`config.mk`:
```
export PLATFORM = sky130hd
export DESIGN_NAME = regfile_mp
export DESIGN_NICKNAME = d
export VERILOG_FILES = /design/src/rtl/regfile_mp_pkg.sv /design/src/rtl/regfile_bank.sv /design/src/rtl/regfile_mp.sv
export SDC_FILE = /design/constraint.sdc
export NUM_CORES = 2
export LEC_CHECK = 0
export CELL_PAD_IN_SITES_DETAIL_PLACEMENT = 2
export CELL_PAD_IN_SITES_GLOBAL_PLACEMENT = 2
export CORE_MARGIN = 2
export CORE_UTILIZATION = 25
export CTS_BUF_LIST = sky130_fd_sc_hd__clkbuf_8
export CTS_CLUSTER_DIAMETER = 200
export CTS_CLUSTER_SIZE = 8
export DETAILED_ROUTE_END_ITERATION = 10
export PLACE_DENSITY_LB_ADDON = 0.1
export SYNTH_ARGS = -nofsm -noshare
export SYNTH_HDL_FRONTEND = slang
export SYNTH_SLANG_ARGS = --single-unit
export TNS_END_PERCENT = 20
```
`constraint.sdc`:
```
create_clock -name clock -period 5.4 [get_ports clock]
set_input_delay 0.81 -clock clock [delete_from_list [all_inputs] [get_ports clock]]
set_output_delay 0.81 -clock clock [all_outputs]
set_load 0.02 [all_outputs]
```
`src/rtl/regfile_mp_pkg.sv`:
```
// rtl/regfile_mp_pkg.sv - shared types and constants for the multi-port register file
//
// Purpose: state encoding, read-source select encoding, default geometry and
// the default write-port bundle type.
// Ports: none (package).
package regfile_mp_pkg;

  localparam int RF_DATA_W = 32;
  localparam int RF_ADDR_W = 5;
  localparam int DEPTH     = 2 ** RF_ADDR_W;

  typedef enum logic {
    SWEEP = 1'b0,
    RUN   = 1'b1
  } state_e;

  // Where a registered read slot takes its data from.
  typedef enum logic [1:0] {
    RSEL_ZERO = 2'd0,
    RSEL_BYP  = 2'd1,
    RSEL_MEM  = 2'd2
  } rsel_e;

  // Write-port bundle at default geometry; the top declares an identically
  // shaped struct sized by its own parameters.
  typedef struct packed {
    logic [RF_ADDR_W-1:0] waddr;
    logic [RF_DATA_W-1:0] wdata;
    logic                 wren;
  } wr_port_t;

endpackage

```
`src/rtl/regfile_bank.sv`:
```
// rtl/regfile_bank.sv - one storage array with all write ports and one registered read port
//
// Purpose: storage replica serving a single read port. Write ports are applied
// in ascending index order, so on an address collision the highest index wins.
// Ports:
//   clock  in   rising-edge clock
//   wr     in   NUM_WR write-port bundles (waddr, wdata, wren)
//   raddr  in   read address
//   rdata  out  registered read data (stored value, no bypass)
module regfile_bank
  import regfile_mp_pkg::*;
#(
  parameter int  DATA_W = 32,
  parameter int  ADDR_W = 5,
  parameter int  NUM_WR = 2,
  parameter type wp_t   = wr_port_t
) (
  input  logic                 clock,
  input  wp_t   [NUM_WR-1:0]   wr,
  input  logic  [ADDR_W-1:0]   raddr,
  output logic  [DATA_W-1:0]   rdata
);

  localparam int NREGS = 2 ** ADDR_W;

  // Storage carries no reset; the top zeroes it with a sweep.
  logic [DATA_W-1:0] mem [NREGS];
  logic [DATA_W-1:0] rdata_d, rdata_q;

  always_comb begin
    rdata_d = mem[raddr];
  end

  always_ff @(posedge clock) begin
    for (int j = 0; j < NUM_WR; j++) begin
      if (wr[j].wren) begin
        mem[wr[j].waddr] <= wr[j].wdata;
      end
    end
    rdata_q <= rdata_d;
  end

  assign rdata = rdata_q;

endmodule

```
`src/rtl/regfile_mp.sv`:
```
// rtl/regfile_mp.sv - parametrised multi-port register file with bypass, scoreboard and clear sweep
//
// Purpose: NUM_RD registered read ports (one storage bank each), NUM_WR write
// ports with same-cycle write-through bypass, a per-register pending bit and
// a zeroing sweep after reset or on clear_req.
// Ports:
//   clock, reset_n  clock and asynchronous active-low reset
//   raddr/rdata     read addresses and registered read data, packed per port
//   rbusy           registered pending bit of each read address
//   wren/waddr/wdata write ports, packed per port
//   sb_set/sb_addr  mark a register pending
//   clear_req       start a zeroing sweep
//   ready           high in RUN, low while sweeping
module regfile_mp
  import regfile_mp_pkg::*;
#(
  parameter int DATA_W   = 32,
  parameter int ADDR_W   = 5,
  parameter int NUM_RD   = 2,
  parameter int NUM_WR   = 2,
  parameter bit ZERO_REG = 1'b1
) (
  input  logic                       clock,
  input  logic                       reset_n,
  input  logic [NUM_RD*ADDR_W-1:0]   raddr,
  output logic [NUM_RD*DATA_W-1:0]   rdata,
  output logic [NUM_RD-1:0]          rbusy,
  input  logic [NUM_WR-1:0]          wren,
  input  logic [NUM_WR*ADDR_W-1:0]   waddr,
  input  logic [NUM_WR*DATA_W-1:0]   wdata,
  input  logic                       sb_set,
  input  logic [ADDR_W-1:0]          sb_addr,
  input  logic                       clear_req,
  output logic                       ready
);

  localparam int NREGS = 2 ** ADDR_W;

  typedef struct packed {
    logic [ADDR_W-1:0] waddr;
    logic [DATA_W-1:0] wdata;
    logic              wren;
  } wp_t;

  state_e             state_q, state_d;
  // One extra bit: the sweep is done once the MSB sets, a cycle after the
  // last address has been written.
  logic [ADDR_W:0]    sweep_addr_q, sweep_addr_d;
  logic [NREGS-1:0]   pending_q, pending_d;
  rsel_e              rsel_q [NUM_RD];
  rsel_e              rsel_d [NUM_RD];
  logic [DATA_W-1:0]  rbyp_q [NUM_RD];
  logic [DATA_W-1:0]  rbyp_d [NUM_RD];
  logic [NUM_RD-1:0]  rbusy_q, rbusy_d;

  wp_t [NUM_WR-1:0]   user_wp, bank_wp;
  logic [ADDR_W-1:0]  rd_addr    [NUM_RD];
  logic [DATA_W-1:0]  bank_rdata [NUM_RD];

  // Incoming writes, with register 0 writes dropped when it is hard-wired.
  always_comb begin
    for (int j = 0; j < NUM_WR; j++) begin
      user_wp[j].waddr = waddr[j*ADDR_W +: ADDR_W];
      user_wp[j].wdata = wdata[j*DATA_W +: DATA_W];
      user_wp[j].wren  = wren[j] && !(ZERO_REG && (waddr[j*ADDR_W +: ADDR_W] == '0));
    end
  end

  // FSM, bank write ports and scoreboard update.
  always_comb begin
    state_d      = state_q;
    sweep_addr_d = sweep_addr_q;
    pending_d    = pending_q;
    bank_wp      = '0;
    case (state_q)
      SWEEP: begin
        if (sweep_addr_q[ADDR_W]) begin
          state_d = RUN;
        end else begin
          // Port 0 carries the zeroing write; the other ports stay idle.
          bank_wp[0].waddr = sweep_addr_q[ADDR_W-1:0];
          bank_wp[0].wren  = 1'b1;
          sweep_addr_d     = sweep_addr_q + 1'b1;
        end
      end
      RUN: begin
        if (clear_req) begin
          state_d      = SWEEP;
          sweep_addr_d = '0;
          pending_d    = '0;
        end else begin
          bank_wp = user_wp;
          for (int j = 0; j < NUM_WR; j++) begin
            if (user_wp[j].wren) pending_d[user_wp[j].waddr] = 1'b0;
          end
          // Applied after the clears so a same-cycle set wins.
          if (sb_set && !(ZERO_REG && (sb_addr == '0))) pending_d[sb_addr] = 1'b1;
        end
      end
      default: state_d = SWEEP;
    endcase
  end

  for (genvar g = 0; g < NUM_RD; g++) begin : g_rd
    assign rd_addr[g] = raddr[g*ADDR_W +: ADDR_W];

    regfile_bank #(
      .DATA_W (DATA_W),
      .ADDR_W (ADDR_W),
      .NUM_WR (NUM_WR),
      .wp_t   (wp_t)
    ) u_bank (
      .clock (clock),
      .wr    (bank_wp),
      .raddr (rd_addr[g]),
      .rdata (bank_rdata[g])
    );
  end

  // Read source selection; ascending port scan lets the highest-index write win.
  always_comb begin
    rbusy_d = '0;
    for (int i = 0; i < NUM_RD; i++) begin
      rsel_d[i] = RSEL_ZERO;
      rbyp_d[i] = '0;
      if ((state_q == RUN) && !(ZERO_REG && (rd_addr[i] == '0))) begin
        rsel_d[i] = RSEL_MEM;
        for (int j = 0; j < NUM_WR; j++) begin
          if (bank_wp[j].wren && (bank_wp[j].waddr == rd_addr[i])) begin
            rsel_d[i] = RSEL_BYP;
            rbyp_d[i] = bank_wp[j].wdata;
          end
        end
        rbusy_d[i] = pending_d[rd_addr[i]];
      end
    end
  end

  always_ff @(posedge clock or negedge reset_n) begin
    if (!reset_n) begin
      state_q      <= SWEEP;
      sweep_addr_q <= '0;
      pending_q    <= '0;
      rbusy_q      <= '0;
      for (int i = 0; i < NUM_RD; i++) begin
        rsel_q[i] <= RSEL_ZERO;
        rbyp_q[i] <= '0;
      end
    end else begin
      state_q      <= state_d;
      sweep_addr_q <= sweep_addr_d;
      pending_q    <= pending_d;
      rbusy_q      <= rbusy_d;
      for (int i = 0; i < NUM_RD; i++) begin
        rsel_q[i] <= rsel_d[i];
        rbyp_q[i] <= rbyp_d[i];
      end
    end
  end

  always_comb begin
    rdata = '0;
    for (int i = 0; i < NUM_RD; i++) begin
      case (rsel_q[i])
        RSEL_BYP: rdata[i*DATA_W +: DATA_W] = rbyp_q[i];
        RSEL_MEM: rdata[i*DATA_W +: DATA_W] = bank_rdata[i];
        default:  rdata[i*DATA_W +: DATA_W] = '0;
      endcase
    end
  end

  assign rbusy = rbusy_q;
  assign ready = (state_q == RUN);

endmodule

```
==> insert_results.sql <==
INSERT INTO impl_metrics (metric_group, metric, value, unit) VALUES
('placed_design', 'hpwlAfterDp', '205', 'mm'),
('layout', 'final_core_area_utilization', '28.8', '%'),
('clock_network', 'htree_levels', '4', ''),
('drt', 'met3_wirelength', '18.1', 'mm'),
('synthesis', 'synth_fp_nets', '5585', ''),
('clock_network', 'clockRootBuffer', 'sky130_fd_sc_hd__clkbuf_8', ''),
('die', 'die_w', '518', 'µm'),
('worst_setup_path', 'category_of_the_critical_setup_timing_path', 'reg -> out', ''),
('die', 'dieHeight', '518', 'µm'),
('synthesis', 'synthXorXnorAreaFrac', '0.225', '%'),
('global_routing', 'grt-ovfl-total', '0', ''),
('layout', 'fin_cells', '9060', ''),
('die', 'die_area', '269000', 'µm²'),
('synthesis', 'synth-async-reset-ratio', '9.11', '%'),
('synthesis', 'synth-main-ff-cell', 'sky130_fd_sc_hd__edfxtp_1', ''),
('placed_design', 'gp_congestion', '0.786', ''),
('drt', 'via_count', '50100', ''),
('timing', 'hold_viol', '0', ''),
('worst_setup_path', 'worstSetupEndpointType', 'output port', ''),
('synthesis', 'post_synth_and_or_nand_nor_area_fraction', '9.74', '%'),
('synthesis', 'synth.avg_cell_area', '12.1', 'µm²'),
('worst_setup_path', 'critical_path.reg2reg.endpoint', 'g_rd[1].u_bank.mem[31][17]$_DFFE_PP_', ''),
('synthesis', 'syn_area', '66100', 'µm²'),
('layout', 'synthToLayoutAreaGrowth', '14.3', '%'),
('clock_network', 'clock_sink_count', '1197', ''),
('die', 'core_area', '263000', 'µm²'),
('worst_setup_path', 'worstPathRequired', '4.59', 'ns'),
('die', 'ios', '162', ''),
('hold_path', 'worst_hold_path_depth', '3', ''),
('drt', 'dr.pass1.iters', '8', ''),
('drt', 'drt.antenna.violating_nets', '0', ''),
('timing', 'report.final.slew_viol_count', '0', ''),
('drt', 'drt_iter0_markers', '4870', ''),
('clock_network', 'cts-buffers-inserted', '167', ''),
('worst_setup_path', 'arrival', '4.04', 'ns'),
('worst_setup_path', 'maximum_fanout_along_the_worst_path', '10', ''),
('placed_design', 'port-buffer-count', '161', ''),
('global_routing', 'grt_start_max_net_pins', '101', ''),
('global_routing', 'antenna_violations_before_repair', '21', ''),
('drt', 'avgRoutedWirePerCell', '37.7', 'µm'),
('synthesis', 'number_of_different_library_cells_in_the_post_synthesis_netlist', '81', ''),
('layout', 'postLayoutCellArea', '75600', 'µm²'),
('worst_setup_path', 'startpoint_type', 'flop', ''),
('pwr', 'power-per-cell-area', '325', 'nW/µm²'),
('synthesis', 'yosysWarnings', '0', ''),
('pwr', 'power.ir.vdd_worst', '261', 'µV'),
('pwr', 'total_leakage_power', '24.2', 'nW'),
('layout', 'final.fill_count', '27900', ''),
('timing', 'min_period', '4.85', 'ns'),
('drt', 'detail_route.drc_violations', '0', ''),
('placed_design', 'post-place-cells', '8758', ''),
('drt', 'routed_via_density', '5.53', ''),
('clock_network', 'cts.reportedPaths.clkPinSlew', '0.10', 'ns'),
('hold_path', 'worst_hold_path_type', 'in -> reg', ''),
('placed_design', 'post_place_instance_area', '72700', 'µm²'),
('worst_setup_path', 'worstReg2RegStart', 'ready$_DFF_PN0_', ''),
('timing', 'rsz_0062_raised_after_global_routing', 'no', ''),
('synthesis', 'gate_count_post_synth', '5485', ''),
('worst_setup_path', 'reg2reg_slack', '1.47', 'ns'),
('drt', 'route.met2.wl', '167', 'mm'),
('die', 'floorplan.rows', '188', ''),
('die', 'start_util', '25.2', '%'),
('clock_network', 'cts.repair.resized', '0', ''),
('synthesis', 'synthAdderAreaFrac', '0.0946', '%'),
('timing', 'worstMarginPinSlew', '1.42', 'ns'),
('layout', 'final_layout_size_suffix_gt1_share', '21.2', '%'),
('drt', 'route.top_layer_used', 'met5', ''),
('timing', 'clock.fmax', '0.206', 'GHz'),
('clock_network', 'tritoncts', 'built', ''),
('outcome', 'status', 'finished clean', ''),
('timing', 'post-route-period-util', '89.9', '%');
[metrics by stage]
| step | hold WS (ns) | worst slack (ns) |
|---|---|---|
| after detailed placement | 0.489 | 0.898 |
| after global placement | 0.472 | 0.913 |
| after floorplan | 0.444 | 0.238 |
| final | 0.376 | 0.547 |
| after CTS | 0.258 | 0.505 |
| after global routing | 0.297 | 0.501 |
[state kept, by name (all words and copies together) (netlist names)]
name and cells:
g_rd.u_bank.mem 1024, g_rd.u_bank.rdata 64, rbyp_q 64, pending_q 32, sweep_addr_q 6, rsel_q 4, rbusy 2, ready 1
[area by class of cell]
type / count / area [µm²] / area share, %
flip-flops and latches: 1197 / 34800 / 46.0
multi-input cells: 3604 / 29400 / 38.9
well taps: 3515 / 4400 / 5.82
repair buffers: 378 / 3880 / 5.13
clock buffers: 172 / 2370 / 3.13
clock inverters: 120 / 489 / 0.647
inverters: 65 / 251 / 0.333
diodes: 9 / 22.5 / 0.0298
[how the worst max path moves through the flow]
stage	from	endpoint	slack [ns]	depth (start not counted)
floorplan	clear_req	g_rd[1].u_bank.mem[26][0]$_DFFE_PP_	0.24	7
global placement	waddr[7]	rbyp_q[31]$_DFF_PN0_	0.91	10
detailed placement	waddr[7]	rbyp_q[19]$_DFF_PN0_	0.90	10
CTS	rsel_q[2]$_DFF_PN0_	rdata[11]	0.50	6
global route	rsel_q[3]$_DFF_PN0_	rdata[11]	0.50	6
finish	rsel_q[3]$_DFF_PN0_	rdata[11]	0.55	6
[logic make-up (layout without fill, tap and decap cells)]
group	after synthesis	after routing
and+or+nand+nor	1588	1588
AOI/OAI and AO/OA	1302	1302
DFF	1197	1197
muxes	692	692
buffers and inverters	684	735
xor gates and xnor gates	17	17
adders and majority gates	5	5
other	0	9
[Yosys cell counts, drive strengths merged (6+ instances only)]
| cell | n | area (µm²) |
|---|---|---|
| mux2i | 15 | 150 |
| dfxtp | 64 | 1280 |
| nand3 | 29 | 145 |
| o32ai | 9 | 78.8 |
| o211ai | 6 | 45.0 |
| edfxtp | 1024 | 30700 |
| nand2b | 11 | 68.8 |
| nand4b | 9 | 85.1 |
| mux4 | 635 | 14300 |
| and3 | 11 | 68.8 |
| and2 | 33 | 206 |
| mux2 | 42 | 473 |
| nor2 | 237 | 890 |
| or2 | 6 | 37.5 |
| clkbuf | 486 | 1820 |
| a32oi | 11 | 96.3 |
| inv | 63 | 236 |
| o22ai | 33 | 206 |
| nand2 | 1185 | 4450 |
| buf | 133 | 618 |
| nor2b | 15 | 96.3 |
| o221ai | 13 | 114 |
| a22o | 7 | 61.3 |
| nor3 | 13 | 65.1 |
| dfrtp | 109 | 2730 |
| a21oi | 78 | 394 |
| a22oi | 72 | 546 |
| o21ai | 1018 | 5090 |
| nand4 | 7 | 43.8 |
| xnor2 | 15 | 131 |
[repair_timing]
item | 4_1_cts | 5_1_grt
endpoints found under the hold margin | 46 | 0
endpoints found under the setup margin | 0 | 0
hold buffers | 1 | 0
[layer usage]
metal	vias to the layer above	track usage (%)
met2	1482	42.7
li1	20500	-
met1	27800	34.2
met5	-	0
met3	331	3.35
met4	2	5.42
[worst max-delay path, cell delays in order (launching register included)]
cell and delay [ns]:
sky130_fd_sc_hd__dfrtp_1 0.40, sky130_fd_sc_hd__inv_1 0.06, sky130_fd_sc_hd__ha_2 0.61, sky130_fd_sc_hd__buf_4 0.42, sky130_fd_sc_hd__a22oi_1 0.12, sky130_fd_sc_hd__nor2_1 0.61, sky130_fd_sc_hd__clkdlybuf4s50_1 0.79
[cells in the final DEF (no fill, tap or decap), drive strengths merged, types with 29 or more instances in the layout]
cell type      count
a21oi             78
a22oi             72
and2              33
buf              226
clkbuf           172
clkdlybuf4s50    151
dfrtp            109
dfxtp             64
edfxtp          1024
inv              179
mux2              42
mux4             635
nand2           1185
nand3             29
nor2             237
o21ai           1018
o22ai             33
[report_power, final]
part	switching [mW]	internal [mW]	total [mW]
registers	0.272	10.9	11.2
clock network	4.08	2.94	7.01
logic	4.32	2.08	6.39
total	8.67	15.9	24.6
No activity file was read; power rests on OpenSTA's default activity.
